[src/rtl/branch_resolve_unit.sv]
// Branch resolve unit: owns the program counter and the {V,N,Z} status register and
// resolves conditional, indirect and link branches over a three-state request/done handshake.
module branch_resolve_unit #(
  parameter int PC_W  = 9,
  parameter int IMM_W = 8
) (
  input  logic             clk,
  input  logic             reset_n,
  input  logic [2:0]       status_in,
  input  logic             load_status,
  input  logic             br_req,
  input  logic [2:0]       br_cond,
  input  logic             br_indirect,
  input  logic             br_link,
  input  logic [IMM_W-1:0] imm,
  input  logic [15:0]      rd_val,
  input  logic             pc_inc,
  input  logic             pc_load,
  input  logic [PC_W-1:0]  pc_init,
  output logic [PC_W-1:0]  pc,
  output logic [2:0]       status,
  output logic             br_busy,
  output logic             br_done,
  output logic             br_taken,
  output logic             link_we,
  output logic [PC_W-1:0]  link_val
);

  typedef enum logic [1:0] {
    S_IDLE   = 2'd0,
    S_EVAL   = 2'd1,
    S_COMMIT = 2'd2
  } state_t;

  state_t            state_q;
  logic [PC_W-1:0]   pc_q;
  logic [2:0]        status_q;
  logic              busy_q;
  logic              done_q;
  logic              taken_q;
  logic              link_we_q;
  logic [PC_W-1:0]   link_val_q;

  // Request snapshot taken on the accept edge; later inputs cannot disturb the branch.
  logic [2:0]        cond_q;
  logic              ind_q;
  logic              link_q;
  logic [IMM_W-1:0]  imm_q;
  logic [PC_W-1:0]   rdv_q;
  logic [PC_W-1:0]   spc_q;
  logic [2:0]        sst_q;

  // Outcome registered in EVAL and applied in COMMIT.
  logic              taken_d;
  logic [PC_W-1:0]   target_d;
  logic              eval_taken_q;
  logic [PC_W-1:0]   eval_target_q;

  logic [PC_W-1:0]   seq_pc_s;
  logic [PC_W-1:0]   imm_ext_s;
  logic              n_ne_v_s;
  logic              rd_val_unused_s;

  assign seq_pc_s        = spc_q + PC_W'(1'b1);
  assign imm_ext_s       = {{(PC_W-IMM_W){imm_q[IMM_W-1]}}, imm_q};
  assign n_ne_v_s        = sst_q[1] ^ sst_q[2];
  assign rd_val_unused_s = ^rd_val[15:PC_W];

  // Condition decode and target selection from the snapshot.
  always_comb begin
    taken_d = 1'b0;
    case (cond_q)
      3'b000:  taken_d = 1'b1;
      3'b001:  taken_d = sst_q[0];
      3'b010:  taken_d = ~sst_q[0];
      3'b011:  taken_d = n_ne_v_s;
      3'b100:  taken_d = n_ne_v_s | sst_q[0];
      default: taken_d = 1'b0;
    endcase
    if (ind_q) begin
      target_d = rdv_q;
    end else begin
      target_d = seq_pc_s + imm_ext_s;
    end
  end

  // Status register, PC and branch FSM; pc_load pre-empts any branch in flight.
  always_ff @(posedge clk or negedge reset_n) begin
    if (!reset_n) begin
      state_q       <= S_IDLE;
      pc_q          <= '0;
      status_q      <= 3'b000;
      busy_q        <= 1'b0;
      done_q        <= 1'b0;
      taken_q       <= 1'b0;
      link_we_q     <= 1'b0;
      link_val_q    <= '0;
      cond_q        <= 3'b000;
      ind_q         <= 1'b0;
      link_q        <= 1'b0;
      imm_q         <= '0;
      rdv_q         <= '0;
      spc_q         <= '0;
      sst_q         <= 3'b000;
      eval_taken_q  <= 1'b0;
      eval_target_q <= '0;
    end else begin
      if (load_status) begin
        status_q <= status_in;
      end
      done_q    <= 1'b0;
      link_we_q <= 1'b0;
      if (pc_load) begin
        pc_q    <= pc_init;
        state_q <= S_IDLE;
        busy_q  <= 1'b0;
      end else begin
        case (state_q)
          S_IDLE: begin
            if (br_req) begin
              cond_q  <= br_cond;
              ind_q   <= br_indirect;
              link_q  <= br_link;
              imm_q   <= imm;
              rdv_q   <= rd_val[PC_W-1:0];
              spc_q   <= pc_q;
              sst_q   <= status_q;
              state_q <= S_EVAL;
              busy_q  <= 1'b1;
            end else if (pc_inc) begin
              pc_q <= pc_q + PC_W'(1'b1);
            end
          end
          S_EVAL: begin
            eval_taken_q  <= taken_d;
            eval_target_q <= target_d;
            state_q       <= S_COMMIT;
          end
          S_COMMIT: begin
            pc_q    <= eval_taken_q ? eval_target_q : seq_pc_s;
            done_q  <= 1'b1;
            taken_q <= eval_taken_q;
            if (link_q && eval_taken_q) begin
              link_we_q  <= 1'b1;
              link_val_q <= seq_pc_s;
            end
            state_q <= S_IDLE;
            busy_q  <= 1'b0;
          end
          default: begin
            state_q <= S_IDLE;
            busy_q  <= 1'b0;
          end
        endcase
      end
    end
  end

  assign pc       = pc_q;
  assign status   = status_q;
  assign br_busy  = busy_q;
  assign br_done  = done_q;
  assign br_taken = taken_q;
  assign link_we  = link_we_q;
  assign link_val = link_val_q;

endmodule

[config.mk]
export PLATFORM = sky130hd
export DESIGN_NAME = branch_resolve_unit
export DESIGN_NICKNAME = d
export VERILOG_FILES = /design/src/rtl/branch_resolve_unit.sv
export SDC_FILE = /design/constraint.sdc
export NUM_CORES = 1
export LEC_CHECK = 0
export CORE_MARGIN = 2
export CORE_UTILIZATION = 56
export DETAILED_ROUTE_END_ITERATION = 8
export GPL_TIMING_DRIVEN = 0
export PLACE_DENSITY = 0.86
export SLEW_MARGIN = 20
export SYNTH_ARGS = -nofsm -noshare
export SYNTH_HDL_FRONTEND = slang
export SYNTH_SLANG_ARGS = --single-unit
[constraint.sdc]
create_clock -name clk -period 5.94 [get_ports clk]
set_input_delay 1.188 -clock clk [delete_from_list [all_inputs] [get_ports clk]]
set_output_delay 1.188 -clock clk [all_outputs]
set_load 0.005 [all_outputs]
* After elaboration in Yosys (flattened, before gate mapping)
Cells that the tools add are included.
** Cells by class
- Bitwise operators :: 4
- Multiplexer cells :: 18
- Reduce and logical (&&, ||, !) cells :: 10
- Eq/ne operators :: 10
- Add/subtract/negate cells :: 3
** Operators with widths (count)
- two-way mux 9 bit :: 5
- adder 9 x 1 -> 9 bit (second input constant) :: 2
- one-hot mux 9 bit (2 select lines) :: 1
- adder 9 bit :: 1
- inequality test 3 bit (second input constant) :: 3
- AND reduction 3 bit :: 3
- two-way mux 1 bit :: 7
- == test 3 x 2 -> 1 bit (second input constant) :: 2
- AND reduction 2 bit :: 3
- one-hot mux 1 bit (5 select lines) :: 1
- two-way mux 2 bit :: 2
- one-hot mux 2 bit (2 select lines) :: 1
- == test 3 x 1 -> 1 bit (second input constant) :: 1
- == test 3 bit (second input constant) :: 1
- logical NOT 3 bit :: 1
- nonzero test 3 bit :: 1
- == test 2 x 1 -> 1 bit (second input constant) :: 1
- == test 2 bit (second input constant) :: 1
- logical NOT 2 bit :: 1
- inequality test 2 bit (second input constant) :: 1
- inverter 1 bit :: 2
- one-hot mux 1 bit (2 select lines) :: 1
- logical AND 1 bit :: 1
- bitwise OR 1 bit :: 1
- XOR 1 bit :: 1
** Storage, ports and cells
- Output and inout port bits :: 25
- Logic and storage cells :: 62
- Bits in registers :: 71
- Input bits :: 47

* Depth between registers and ports, before layout
- Depth after elaboration :: 5
- Gate-level depth with buffers :: 9
- Gate-level depth less buffers :: 9

* Worst setup path before layout
Ideal clock, no wire load.
- Path kind :: register to register
- From :: reg spc_q[0]
- To :: reg eval_target_q[6]
- Setup time :: 0.069 ns
- Stages on the path, launching flop included :: 10
- Data required time :: 5.871 ns
- Path buffers :: 0
- Setup slack :: 3.557 ns
- Arrival time :: 2.314 ns
- Clock period less this slack :: 2.383 ns
- Cell sequence :: dfrtp_1 -> ha_1 -> xnor2_1 -> inv_1 -> ha_1 -> nor2b_4 -> o31a_1 -> o21a_1 -> or4_1 -> nand3_1
** On the way
- Cells in the longest elaborated chain, start to end :: 3
** Ends and longest elaborated chain
- start: declaration :: RTL line 50 : logic [PC_W-1:0] spc_q;
- start signal: assignment :: RTL line 126 : spc_q <= pc_q;
- adder 9 x 1 -> 9 bit :: RTL line 64 : assign seq_pc_s = spc_q + PC_W'(1'b1);
- named net seq_pc_s[2] :: RTL line 59 : logic [PC_W-1:0] seq_pc_s;
- adder 9 bit :: RTL line 83 : target_d = seq_pc_s + imm_ext_s;
- two-way mux 9 bit :: RTL line 80 : if (ind_q) begin
- end signal: assignment :: RTL line 136 : eval_target_q <= target_d;
- end: declaration :: RTL line 57 : logic [PC_W-1:0] eval_target_q;
The timed path passes the listed nets, and every way through them passes these cells.
A chain may end at the register's enable or synchronous reset.

* Worst setup path after layout
- From :: in pc_load
- To :: reg cond_q[0]
** On the way
- Cells in the longest elaborated chain, start to end :: 2
** Ends and longest elaborated chain
- start: declaration :: RTL line 18 : input logic pc_load,
- inverter 1 bit (no source line)
- AND reduction 3 bit (no source line)
- end signal: assignment :: RTL line 121 : cond_q <= br_cond;
- end: declaration :: RTL line 45 : logic [2:0] cond_q;
Every way passes these cells.

==> reports/results.ini <==
[sta]
slew_headroom_pct=70.4
worst_slack_ns=3.17
timing.final.crit_share_pct=46.6
finClkSkew_ns=0.00651
worst_slew_pin_slew_ns=0.441
finalCriticalPeriod_ns=2.77
final_max_slew_viol_count=0
setup_violations=0
rsz0062_at_grt=false
tns_ns=0
hold_viol_final=0
fmax_mhz=362

[placement]
gp_congestion=0.855
port_buffers=64
pre_cts_slack_ns=2.82
hpwl_mm=6.32

[min_path]
min-delay-path-class=reg2reg

[worst_setup_path]
crit_fanout=10
cp_slowest_cell=clkdlybuf4s50_1
r2r_start=spc_q[0]$_DFFE_PN0P_
r2r_cells=9
start_kind=input port
critPathBufInv=3
cp_cell_sequence=clkdlybuf4s50_1, nor2_1, and3_1, buf_2, buf_4, mux2_2
cp_slowest_stage_delay_ns=0.45
r2r_end=eval_target_q[7]$_DFFE_PN0P_
r2r_slack_ns=3.20
critPathArrivalTime_ns=3.00
worst_setup_path_end_kind=flip-flop
critPathKind=in2reg
critPathRequiredTime_ns=6.18
cp-startpoint=pc_load
crit_path_end=cond_q[0]$_DFFE_PN0P_
crit_cells=6
crit_family=buffers and inverters

[final_layout]
mostFrequentLayoutCell=dfrtp_1
nNetsFinal=461
num-fill-cells=453
n_antenna_cell=0
drive_gt1_share_pct=18.7
multiInputGateArea_um2=1730
register_area_um2=1780
area_growth_pct=26.5
layout_common_cells=dfrtp_1 (71), clkdlybuf4s50_1 (63), mux2_2 (45)

[cts]
cts_root_buf=clkbuf_8
cts_hold_buf=0
numCtsBuffers=9
ctsResizeCount=0
cts_tree=built
clk_latency_ns=0.36
cts_setup_buffers=0
clock_path_buffers=2
clock-sinks=71
clk_pin_slew_ns=0.07
htreeDepth=3

[synth]
synth_area_um2=3620
yosysUniqueCellTypes=44
syn_area_per_cell_um2=11.1
ys_seq_elements=71
synthArstFlopShare_pct=100
yosys-top-cells-area=dfrtp_1 (49%), mux2_2 (14%), ha_1 (3.8%)
syn-num-nets=385
synth.top_cell.area_share_pct=49.0
synth_edf_count=0
synthCells=326
yosys_warnings=0
yosysSeqAreaShare_pct=49.0
ys.flop_type=dfrtp_1
synth_top_cell_by_area=dfrtp_1

[run]
maxCapViolCount=0

[die]
io_pins=72
die_area_um2=7130
row_count=29
core_area_um2=6310
start_util_pct=57.4
die_w_um=84.5
dieHeight_um=84.5

[drt]
drc=0
vias=2791
drt-total-wl_mm=8.37
via_per_inst=5.77
drtPass1Iterations=4
drt_iter0_markers=171
wl_per_cell_um=17.3
ant_nets=0

[pwr]
leakage_uw=0.00198
ir_worst_vdd_uv=246
power_density_nw_per_um2=367

[global_route]
grt_pass1_vias=2833
grt_max_degree=48
grt_antenna_before_repair=0
grt_pass1_wl_mm=13.9
grt_util_all_layers_pct=24.9
gr-total-overflow=0

[status]
status=finished clean

metrics by stage:
stage / instance area (µm²) / total power [µW] / hold slack, ns / util, % / std cells
after global routing: 4580 / 1780 / 0.524 / 72.6 / 484
final: 4580 / 1680 / 0.492 / 72.6 / 484
after CTS: 4580 / 1680 / 0.492 / 72.6 / 484
after floorplan: 3620 / 1070 / 0.450 / - / 326
after detailed placement: 4390 / 1290 / 0.476 / 69.5 / 468
after global placement: 4360 / 1260 / 0.464 / 69.1 / 467
worst min path at each step:
stage	startpoint	endpoint	slack (ns)	cells past startpoint
2_1_floorplan	eval_target_q[1]$_DFFE_PN0P_	eval_target_q[1]$_DFFE_PN0P_	0.45	2
3_3_place_gp	eval_target_q[2]$_DFFE_PN0P_	eval_target_q[2]$_DFFE_PN0P_	0.46	2
3_5_place_dp	eval_target_q[2]$_DFFE_PN0P_	eval_target_q[2]$_DFFE_PN0P_	0.48	2
4_1_cts	eval_target_q[2]$_DFFE_PN0P_	eval_target_q[2]$_DFFE_PN0P_	0.49	2
5_1_grt	rdv_q[2]$_DFFE_PN0P_	rdv_q[2]$_DFFE_PN0P_	0.52	1
6_report	eval_target_q[2]$_DFFE_PN0P_	eval_target_q[2]$_DFFE_PN0P_	0.49	2
registers in the layout, summed over array words and instances (netlist names), 8 cells and up:
signal         flops
imm_q              8
spc_q              9
link_val           9
rdv_q              9
pc                 9
eval_target_q      9
cell usage after synthesis (4+ instances only):
library cell	n
ha_1	11
o21a_1	4
clkbuf_1	5
buf_4	4
nor2_1	18
dfrtp_1	71
inv_1	11
nand2_1	19
buf_2	4
mux2_2	45
o21ai_0	18
nor3_1	11
o22ai_1	6
xnor2_1	8
xor2_1	6
a21oi_1	21
a211oi_1	6
mux2i_1	7
nand3_1	10
per-layer routing:
| layer | track usage [%] | part of all wire, % | wire length (µm) |
|---|---|---|---|
| met5 | 0 | 0 | 0 |
| met4 | 11.3 | 1.9 | 156 |
| met3 | 4.82 | 5.3 | 446 |
| met2 | 39.6 | 48 | 4040 |
| met1 | 33.4 | 45 | 3730 |
worst min-delay path, cell delays in order, from the launching register on:
cell and delay (ns):
dfrtp_1 0.35, nand2_1 0.05, o21ai_0 0.06
final cells by class:
type                            instances  share of cell area (%)
Buffer                                 14                    1.75
Clock buffer                           10                    3.00
Multi-Input combinational cell        230                    37.7
Inverter                               11                   0.901
Clock inverter                          6                    1.31
Timing Repair Buffer                   65                    14.5
Tap cell                               77                    2.10
Sequential cell                        71                    38.8
report_power, final:
part           total [µW]  internal [µW]  switching, µW
Sequential            693            599           93.8
Combinational         601            317            284
Clock                 389            203            186
Total                1680           1120            564
cells by family after synthesis:
kind of cell               synth area share (%)
AOI/OAI and AO/OA                          12.7
xor gates and xnor gates                   4.00
adders and majority gates                  4.35
buffers and inverters                      3.35
DFF                                        49.0
muxes                                      15.9
and+or+nand+nor                            10.6
(Power assumes the default switching activity.)
